$ cat src/rtl/alu_pkg.sv
// ============================================================================
// Module   : alu_pkg
// Brief    : Shared opcode encodings, data width and helpers for the RV32I ALU.
// Revision : 1.0 - initial release
// ============================================================================
`default_nettype none

package alu_pkg;

    localparam int c_DATA_WIDTH = 32;

    // BEQ shares the SUB encoding; the branch is taken on a zero result.
    localparam logic [3:0] c_OP_ADD     = 4'b0000;
    localparam logic [3:0] c_OP_SUB     = 4'b1000;
    localparam logic [3:0] c_OP_BEQ     = 4'b1000;
    localparam logic [3:0] c_OP_SLL     = 4'b0001;
    localparam logic [3:0] c_OP_SRL     = 4'b0101;
    localparam logic [3:0] c_OP_SRL_ALT = 4'b1001;
    localparam logic [3:0] c_OP_SRA     = 4'b1101;
    localparam logic [3:0] c_OP_SLT     = 4'b0010;
    localparam logic [3:0] c_OP_SLTU    = 4'b0011;
    localparam logic [3:0] c_OP_XOR     = 4'b0100;
    localparam logic [3:0] c_OP_OR      = 4'b0110;
    localparam logic [3:0] c_OP_AND     = 4'b0111;
    localparam logic [3:0] c_OP_BNE     = 4'b1100;
    localparam logic [3:0] c_OP_BLT     = 4'b1010;
    localparam logic [3:0] c_OP_BGE     = 4'b1110;
    localparam logic [3:0] c_OP_BLTU    = 4'b1011;
    localparam logic [3:0] c_OP_BGEU    = 4'b1111;

    typedef enum logic [1:0] {
        SHIFT_SLL = 2'd0,
        SHIFT_SRL = 2'd1,
        SHIFT_SRA = 2'd2
    } shiftMode_e;

    function automatic logic [c_DATA_WIDTH-1:0] zeroExt(input logic bitIn);
        return {{(c_DATA_WIDTH-1){1'b0}}, bitIn};
    endfunction

endpackage

`default_nettype wire

$ cat src/rtl/alu_shifter.sv
// ============================================================================
// Module   : alu_shifter
// Brief    : Combinational 5-stage barrel shifter (SLL / SRL / SRA).
// Revision : 1.0 - initial release
// ============================================================================
`default_nettype none

module alu_shifter
    import alu_pkg::*;
(
    input  logic [c_DATA_WIDTH-1:0] iData,
    input  logic [4:0]              iShamt,
    input  shiftMode_e              iMode,
    output logic [c_DATA_WIDTH-1:0] oData
);

    logic                    wLeft;
    logic                    wFill;
    logic [c_DATA_WIDTH-1:0] wIn;
    logic [c_DATA_WIDTH-1:0] wStage [0:5];

    assign wLeft = (iMode == SHIFT_SLL);
    assign wFill = (iMode == SHIFT_SRA) & iData[c_DATA_WIDTH-1];

    // Left shifts reuse the right-shift network by mirroring bits in and out.
    for (genvar i = 0; i < c_DATA_WIDTH; i++) begin : g_rev
        assign wIn[i]   = wLeft ? iData[c_DATA_WIDTH-1-i]    : iData[i];
        assign oData[i] = wLeft ? wStage[5][c_DATA_WIDTH-1-i] : wStage[5][i];
    end

    assign wStage[0] = wIn;

    for (genvar k = 0; k < 5; k++) begin : g_stage
        assign wStage[k+1] = iShamt[k]
            ? {{(1 << k){wFill}}, wStage[k][c_DATA_WIDTH-1:(1 << k)]}
            : wStage[k];
    end

endmodule

`default_nettype wire

$ cat src/rtl/alu.sv
// ============================================================================
// Module   : alu
// Brief    : Single-cycle registered RV32I ALU with result and zero flag.
//            Macro ALU_BRANCH_EN enables the BNE/BLT/BGE/BLTU/BGEU opcodes.
// Revision : 1.0 - initial release
// ============================================================================
`default_nettype none

module alu
    import alu_pkg::*;
(
    input  logic                    iClk,
    input  logic                    iRst,
    input  logic                    iValid,
    input  logic [c_DATA_WIDTH-1:0] iDataA,
    input  logic [c_DATA_WIDTH-1:0] iDataB,
    input  logic [3:0]              iAluOp,
    output logic [c_DATA_WIDTH-1:0] oData,
    output logic                    oZero,
    output logic                    oValid
);

    logic [c_DATA_WIDTH-1:0] rData;
    logic                    rZero;
    logic                    rValid;

    logic                    wBLTU_output;
    logic                    wSignedLt;
    logic                    wNotEqual;
    logic [c_DATA_WIDTH-1:0] wSum;
    logic [c_DATA_WIDTH-1:0] wDiff;
    logic [c_DATA_WIDTH-1:0] wShifted;
    logic [c_DATA_WIDTH-1:0] wResult;
    shiftMode_e              wShiftMode;

    assign wBLTU_output = (iDataA < iDataB);
    assign wSignedLt    = ($signed(iDataA) < $signed(iDataB));
    assign wNotEqual    = (iDataA != iDataB);
    assign wSum         = iDataA + iDataB;
    assign wDiff        = iDataA - iDataB;

    always_comb begin
        wShiftMode = SHIFT_SRL;
        if (iAluOp == c_OP_SLL) begin
            wShiftMode = SHIFT_SLL;
        end else if (iAluOp == c_OP_SRA) begin
            wShiftMode = SHIFT_SRA;
        end
    end

    alu_shifter uShifter (
        .iData  (iDataA),
        .iShamt (iDataB[4:0]),
        .iMode  (wShiftMode),
        .oData  (wShifted)
    );

    always_comb begin
        wResult = '0;
        case (iAluOp)
            c_OP_ADD:               wResult = wSum;
            c_OP_SUB:               wResult = wDiff;
            c_OP_SLL,
            c_OP_SRL,
            c_OP_SRL_ALT,
            c_OP_SRA:               wResult = wShifted;
            c_OP_SLT:               wResult = zeroExt(wSignedLt);
            c_OP_SLTU:              wResult = zeroExt(wBLTU_output);
            c_OP_XOR:               wResult = iDataA ^ iDataB;
            c_OP_OR:                wResult = iDataA | iDataB;
            c_OP_AND:               wResult = iDataA & iDataB;
`ifdef ALU_BRANCH_EN
            c_OP_BNE:               wResult = zeroExt(wNotEqual);
            c_OP_BLT:               wResult = zeroExt(wSignedLt);
            c_OP_BGE:               wResult = zeroExt(~wSignedLt);
            c_OP_BLTU:              wResult = zeroExt(wBLTU_output);
            c_OP_BGEU:              wResult = zeroExt(~wBLTU_output);
`else
            c_OP_BNE,
            c_OP_BLT,
            c_OP_BGE,
            c_OP_BLTU,
            c_OP_BGEU:              wResult = '0;
`endif
            default:                wResult = '0;
        endcase
    end

`ifndef ALU_BRANCH_EN
    // Inequality only feeds BNE, which is absent in this build.
    logic wUnusedNe;
    assign wUnusedNe = wNotEqual;
`endif

    always_ff @(posedge iClk) begin
        if (iRst) begin
            rData  <= '0;
            rZero  <= 1'b1;
            rValid <= 1'b0;
        end else begin
            rValid <= iValid;
            if (iValid) begin
                rData <= wResult;
                rZero <= (wResult == '0);
            end
        end
    end

    assign oData  = rData;
    assign oZero  = rZero;
    assign oValid = rValid;

endmodule

`default_nettype wire

$ cat config.mk
export PLATFORM = sky130hd
export DESIGN_NAME = alu
export DESIGN_NICKNAME = d
export VERILOG_FILES = /design/src/rtl/alu_pkg.sv /design/src/rtl/alu_shifter.sv /design/src/rtl/alu.sv
export SDC_FILE = /design/constraint.sdc
export NUM_CORES = 1
export LEC_CHECK = 0
export BUFFER_PORTS_ARGS = -buffer_cell sky130_fd_sc_hd__buf_4
export CORE_MARGIN = 1.5
export CORE_UTILIZATION = 33
export DETAILED_ROUTE_END_ITERATION = 12
export PLACE_DENSITY = 0.54
export SYNTH_ARGS = -nofsm -noshare
export SYNTH_HDL_FRONTEND = slang
export SYNTH_SLANG_ARGS = --single-unit
$ cat constraint.sdc
create_clock -name iClk -period 4.6 [get_ports iClk]
set_input_delay 0.23 -clock iClk [delete_from_list [all_inputs] [get_ports iClk]]
set_output_delay 0.23 -clock iClk [all_outputs]
set_load 0.01 [all_outputs]
==> results of run 1 <==
layout make-up:
cell class / count / area, um^2
Inverter: 99 / 372
Tap cell: 390 / 488
Clock inverter: 1 / 5.00
Timing Repair Buffer: 176 / 1330
Multi-Input combinational cell: 1156 / 8490
Clock buffer: 7 / 143
Sequential cell: 34 / 681
Fill cell: 3161 / 18200
through the flow:
stage               power (W)  cell area (um^2)  hold slack, ns
global route          0.00219             11500           0.361
finish                0.00210             11500           0.348
floorplan             0.00115              9980           0.490
global placement      0.00172             11400           0.464
CTS                   0.00205             11500           0.346
detailed placement    0.00170             11400           0.465
critical path: stages:
cell and delay, ns:
buf_4 0.16, or4b_4 0.79, buf_4 0.32, mux2i_1 0.42, nor3_1 0.09, a2111oi_0 0.89
buf_4 0.24, o2111ai_1 0.30, o21ai_0 0.35, o22ai_1 0.13, a2111oi_0 0.34, a21oi_1 0.15
nand3_1 0.15, o21ai_1 0.07
flip-flops by register name, summed over array words and instances, names as in the netlist:
| register | cells |
|---|---|
| oData | 32 |
| oValid | 1 |
| oZero | 1 |
final timing paths:
path,endpoint,depth (start not counted),start,slack (ns)
hold reg to reg,oData[27],2,oData[27],0.47
setup / recovery,oZero,14,iAluOp[1],0.09
setup reg to reg,oData[13],2,oData[13],3.74
hold / removal,oValid,2,iRst,0.35
power groups by stage:
stage	Combinational (W)	Sequential (W)	Clock, W
2_1_floorplan	0.000802	0.000346	0
3_3_place_gp	0.00138	0.000338	0
3_5_place_dp	0.00136	0.000339	0
4_1_cts	0.00137	0.000333	0.000345
5_1_grt	0.00149	0.000335	0.000359
6_report	0.00142	0.000333	0.000340
metal layers:
layer / global-route usage / wire length [um] / vias to the layer above
met5: 0 / 0 / -
met4: 0.145 / 2790 / 0
met3: 0.0541 / 5450 / 147
met2: 0.510 / 22500 / 897
met1: 0.478 / 23300 / 6042
li1: - / - / 5459
cell usage in the layout, fill, tap and decap left out, types with 12 or more instances in the layout:
master     instances
buf_4            175
nor2_1           156
a21oi_1          109
inv_1             96
ha_1              96
nand2_1           86
o21ai_0           73
mux2i_1           48
a211oi_1          43
nor3_1            40
nand3_1           36
dfxtp_1           34
mux4_2            31
a22oi_1           27
o211ai_1          23
xnor2_1           20
a221oi_1          19
nor2b_1           18
o31ai_1           17
nand2b_1          17
o21a_1            16
a21o_1            15
a31oi_1           15
o22ai_1           13
o21bai_1          12
a2111oi_0         12
a221o_1           12
kinds of logic after synthesis:
group / share of synthesized area
muxes: 0.136
AOI/OAI and AO/OA: 0.371
DFF: 0.0682
and+or+nand+nor: 0.200
adders and majority gates: 0.124
xor gates and xnor gates: 0.0184
buffers and inverters: 0.0827
==> impl_metrics.ini, run 1 <==
[pwr]
seqPwrFrac = 0.159
comb_power_share = 0.679
powerDensity_nw_per_um2 = 182
clkPwrFrac = 0.162
internal_power_w = 0.00105
switching_share = 0.500
p_sw_w = 0.00105
irDropWorstVdd_uv = 128
p_leak_nw = 4.92

[floorplanning]
row_count = 63
die_h_um = 177
coreArea_um2 = 29700
start_util = 0.336
io-pin-count = 105
die_area_um2 = 31300
die_w_um = 177

[yosys]
syn_area_per_cell_um2 = 7.15
synth.top_cell.area_share = 0.120
synthArstFlopShare = 0
synth_top_area_cell = ha_1
synth_nets = 1566
yosysWarnings = 0
synth_edf_count = 0
yosysSeqAreaShare = 0.0682
netlist_instances = 1397
synthFlopType = dfxtp_1
synth.distinct_cells = 92
synth_area_um2 = 9980
synthTopCellsByArea = ha_1, mux4_2, dfxtp_1
synth_most_common_cell = nor2_1
synthTopCellsByCount = nor2_1, a21oi_1, ha_1, inv_1, nand2_1
synth_seq_cells = 34

[route]
drt-wirelength-per-cell_um = 29.0
routed_wl_mm = 54.1
via_per_inst = 6.73
dr.pass1.iters = 9
drt_iter0_markers = 1752
dr_total_vias = 12500
drc = 0
antenna_left = 0

[global_route]
track_usage = 0.340
grt_pass1_vias = 11700
grt_pass1_wl_mm = 79.9
antenna_found_initial = 0
grt-ovfl-total = 0
grt_max_degree = 60

[worst_setup_path]
path_max_fanout = 25
end_kind = flop
timing.setup.critical_path_class = input port to flop
required_ns = 4.77
worstPathArrival_ns = 4.68
critPathLaunchType = input port

[timing]
setup_slack_ns = 0.0858
hold_viol = 0
post-route-period-util = 0.981
skew_ns = 0
period_needed_ns = 4.51
fin_tns_setup_ns = 0
relSlewSlack = 0.291
rsz0062_at_grt = no
fmax_mhz = 222
drv_slew = 0
setup_violations = 0
worst_pin_slew_ns = 1.04

[place]
hpwl_mm = 43.0
dp_slack_ns = -0.0486
dp_cells = 1855
io_buffers = 104
gp_congestion = 1.02

[clocking]
cts_sinks = 34
cts-htree-levels = 2
root_buffer = clkbuf_16
cts_tree = done
clockBufferDepth = 2
clk_latency_ns = 0.27
hold_buffers = 0
cts_resized = 0
numCtsBuffers = 5
path_clk_slew_ns = 0.06
post_cts_buffers = 0

[final_layout]
layout.nets = 1641
num_antenna_cells = 0
post-route-util = 0.387
synthToLayoutAreaGrowth_pct = 15.3
fin_cells = 1863
drive_gt1_frac = 0.175

[worst_hold_path]
hold_path.class = input port to flop

[job]
cap_viol_max_count = 0

[run_status]
status = completed
(Power assumes the default switching activity.)
==> run 2: changes to the inputs <==
Settings changed: REMOVE_ABC_BUFFERS set to 1.
==> impl_metrics.ini, run 2 (synthesis results as in run 1) <==
[worst_hold_path]
hold_path.class = input port to flop

[place]
gp_congestion = 1.03
hpwl_mm = 42.6
io_buffers = 104

[worst_setup_path]
required_ns = 4.81
worstPathArrival_ns = 4.55
cpPeakStageDelay_ns = 0.79
path_max_fanout = 6
critPathLaunchType = input port
cpMaxStageDelayCell = a2111oi_0
crit_top_cell = buf_4
timing.setup.critical_path_class = input port to flop
end_kind = flop
crit_path_cell_trace = buf_4 > inv_1 > ha_1 > fa_1 > nor2_1 > o311ai_0 > buf_4 > a21o_1 > o211ai_1 > a21oi_1 > a211o_1 > a2111oi_0 > buf_4 > nand4_1 > nor4_1 > nand4_1 > o21ai_1

[final_layout]
layout_commonest_cell = buf_4
final_cell_mix = buf_4, nor2_1, a21oi_1, inv_1, ha_1
layout.nets = 1638
synthToLayoutAreaGrowth_pct = 15.1
largest_reg_flops = 32
drive_gt1_frac = 0.174

[timing]
hold_viol = 0
setup_violations = 0
hold_slack_ns = 0.329
period_needed_ns = 4.34
fin_tns_setup_ns = 0
post-route-period-util = 0.943
fmax_mhz = 230
drv_slew = 0
rsz0062_at_grt = no
skew_ns = 0
relSlewSlack = 0.342
worst_pin_slew_ns = 0.976

[floorplanning]
start_util = 0.336
row_count = 63
die_area_um2 = 31300
die_h_um = 177
io-pin-count = 105
coreArea_um2 = 29700
die_w_um = 177

[clocking]
hold_buffers = 0
path_clk_slew_ns = 0.05
numCtsBuffers = 5
root_buffer = clkbuf_16
clockBufferDepth = 2
cts_tree = done
cts_sinks = 34
cts-htree-levels = 2
clk_latency_ns = 0.28

[pwr]
p_total_w = 0.00205
p_leak_nw = 4.91
irDropWorstVdd_uv = 153
powerDensity_nw_per_um2 = 179

[global_route]
grt_pass1_vias = 11400
antenna_found_initial = 1
track_usage = 0.334
grt_max_degree = 54
grt_pass1_wl_mm = 77.3
grt-ovfl-total = 0

[run_status]
status = completed

[route]
via_per_inst = 6.59
dr_total_vias = 12300
routed_wl_mm = 53.1
drt-wirelength-per-cell_um = 28.5
drt_iter0_markers = 1527
dr.pass1.iters = 5
drc = 0
antenna_left = 0

[job]
cap_viol_max_count = 0
[run 2: cell count changes in the layout (fill, tap and decap cells not counted), sizes merged]
cell   change
buf        -3
diode      +1
[run 2: metrics by stage]
step / cell area [um^2] / util / setup WS, ns / std cells
CTS: 11500 / 0.387 / 0.335 / 1860
finish: 11500 / 0.387 / 0.260 / 1861
detailed placement: 11300 / 0.382 / 0.0399 / 1852
global placement: 11300 / 0.382 / 0.0130 / 1852
global route: 11500 / 0.387 / 0.0921 / 1860
floorplan: 9530 / - / -2.72 / 1289
[run 2: final cells by class]
class | instances | area (um^2)
fill | 3211 | 18200
antenna | 1 | 2.50
timing repair buffer | 173 | 1310
multi-input combinational | 1156 | 8490
clock buffer | 7 | 143
sequential | 34 | 681
clock inverter | 1 | 5.00
tap | 390 | 488
inverter | 99 | 372
[run 2: path summary, 6_finish.rpt]
path | startpoint | end | slack [ns] | depth (start not counted)
worst max-delay path | iDataA[0] | oZero | 0.26 | 17
worst min register to register | oData[19] | oData[19] | 0.47 | 2
worst max register to register | oData[11] | oData[11] | 3.78 | 2
worst min-delay path | iRst | oValid | 0.33 | 2
[run 2: critical path, delay by kind of cell]
| family | cells | cell delay, ns |
|---|---|---|
| simple gates | 4 | 0.71 |
| compound gates | 7 | 2.28 |
| fa+ha+maj | 2 | 0.66 |
| buf+inv | 4 | 0.67 |
[run 2: per-layer routing]
layer,vias to the layer above,routed length (um),GRT usage
li1,5474,-,-
met1,5938,23500,0.469
met2,739,22400,0.501
met3,106,4910,0.0653
met4,0,2280,0.125
met5,-,0,0
[run 2: report_power, final]
| part | switching (W) | internal [W] | total, W |
|---|---|---|---|
| clock network | 0.000116 | 0.000214 | 0.000330 |
| logic | 0.000885 | 0.000507 | 0.00139 |
| registers | 0.0000129 | 0.000318 | 0.000331 |
[run 2: timing repair]
item,4_1_cts,5_1_grt
setup buffers,0,0
setup endpoints to repair,0,2
resized for setup,0,1
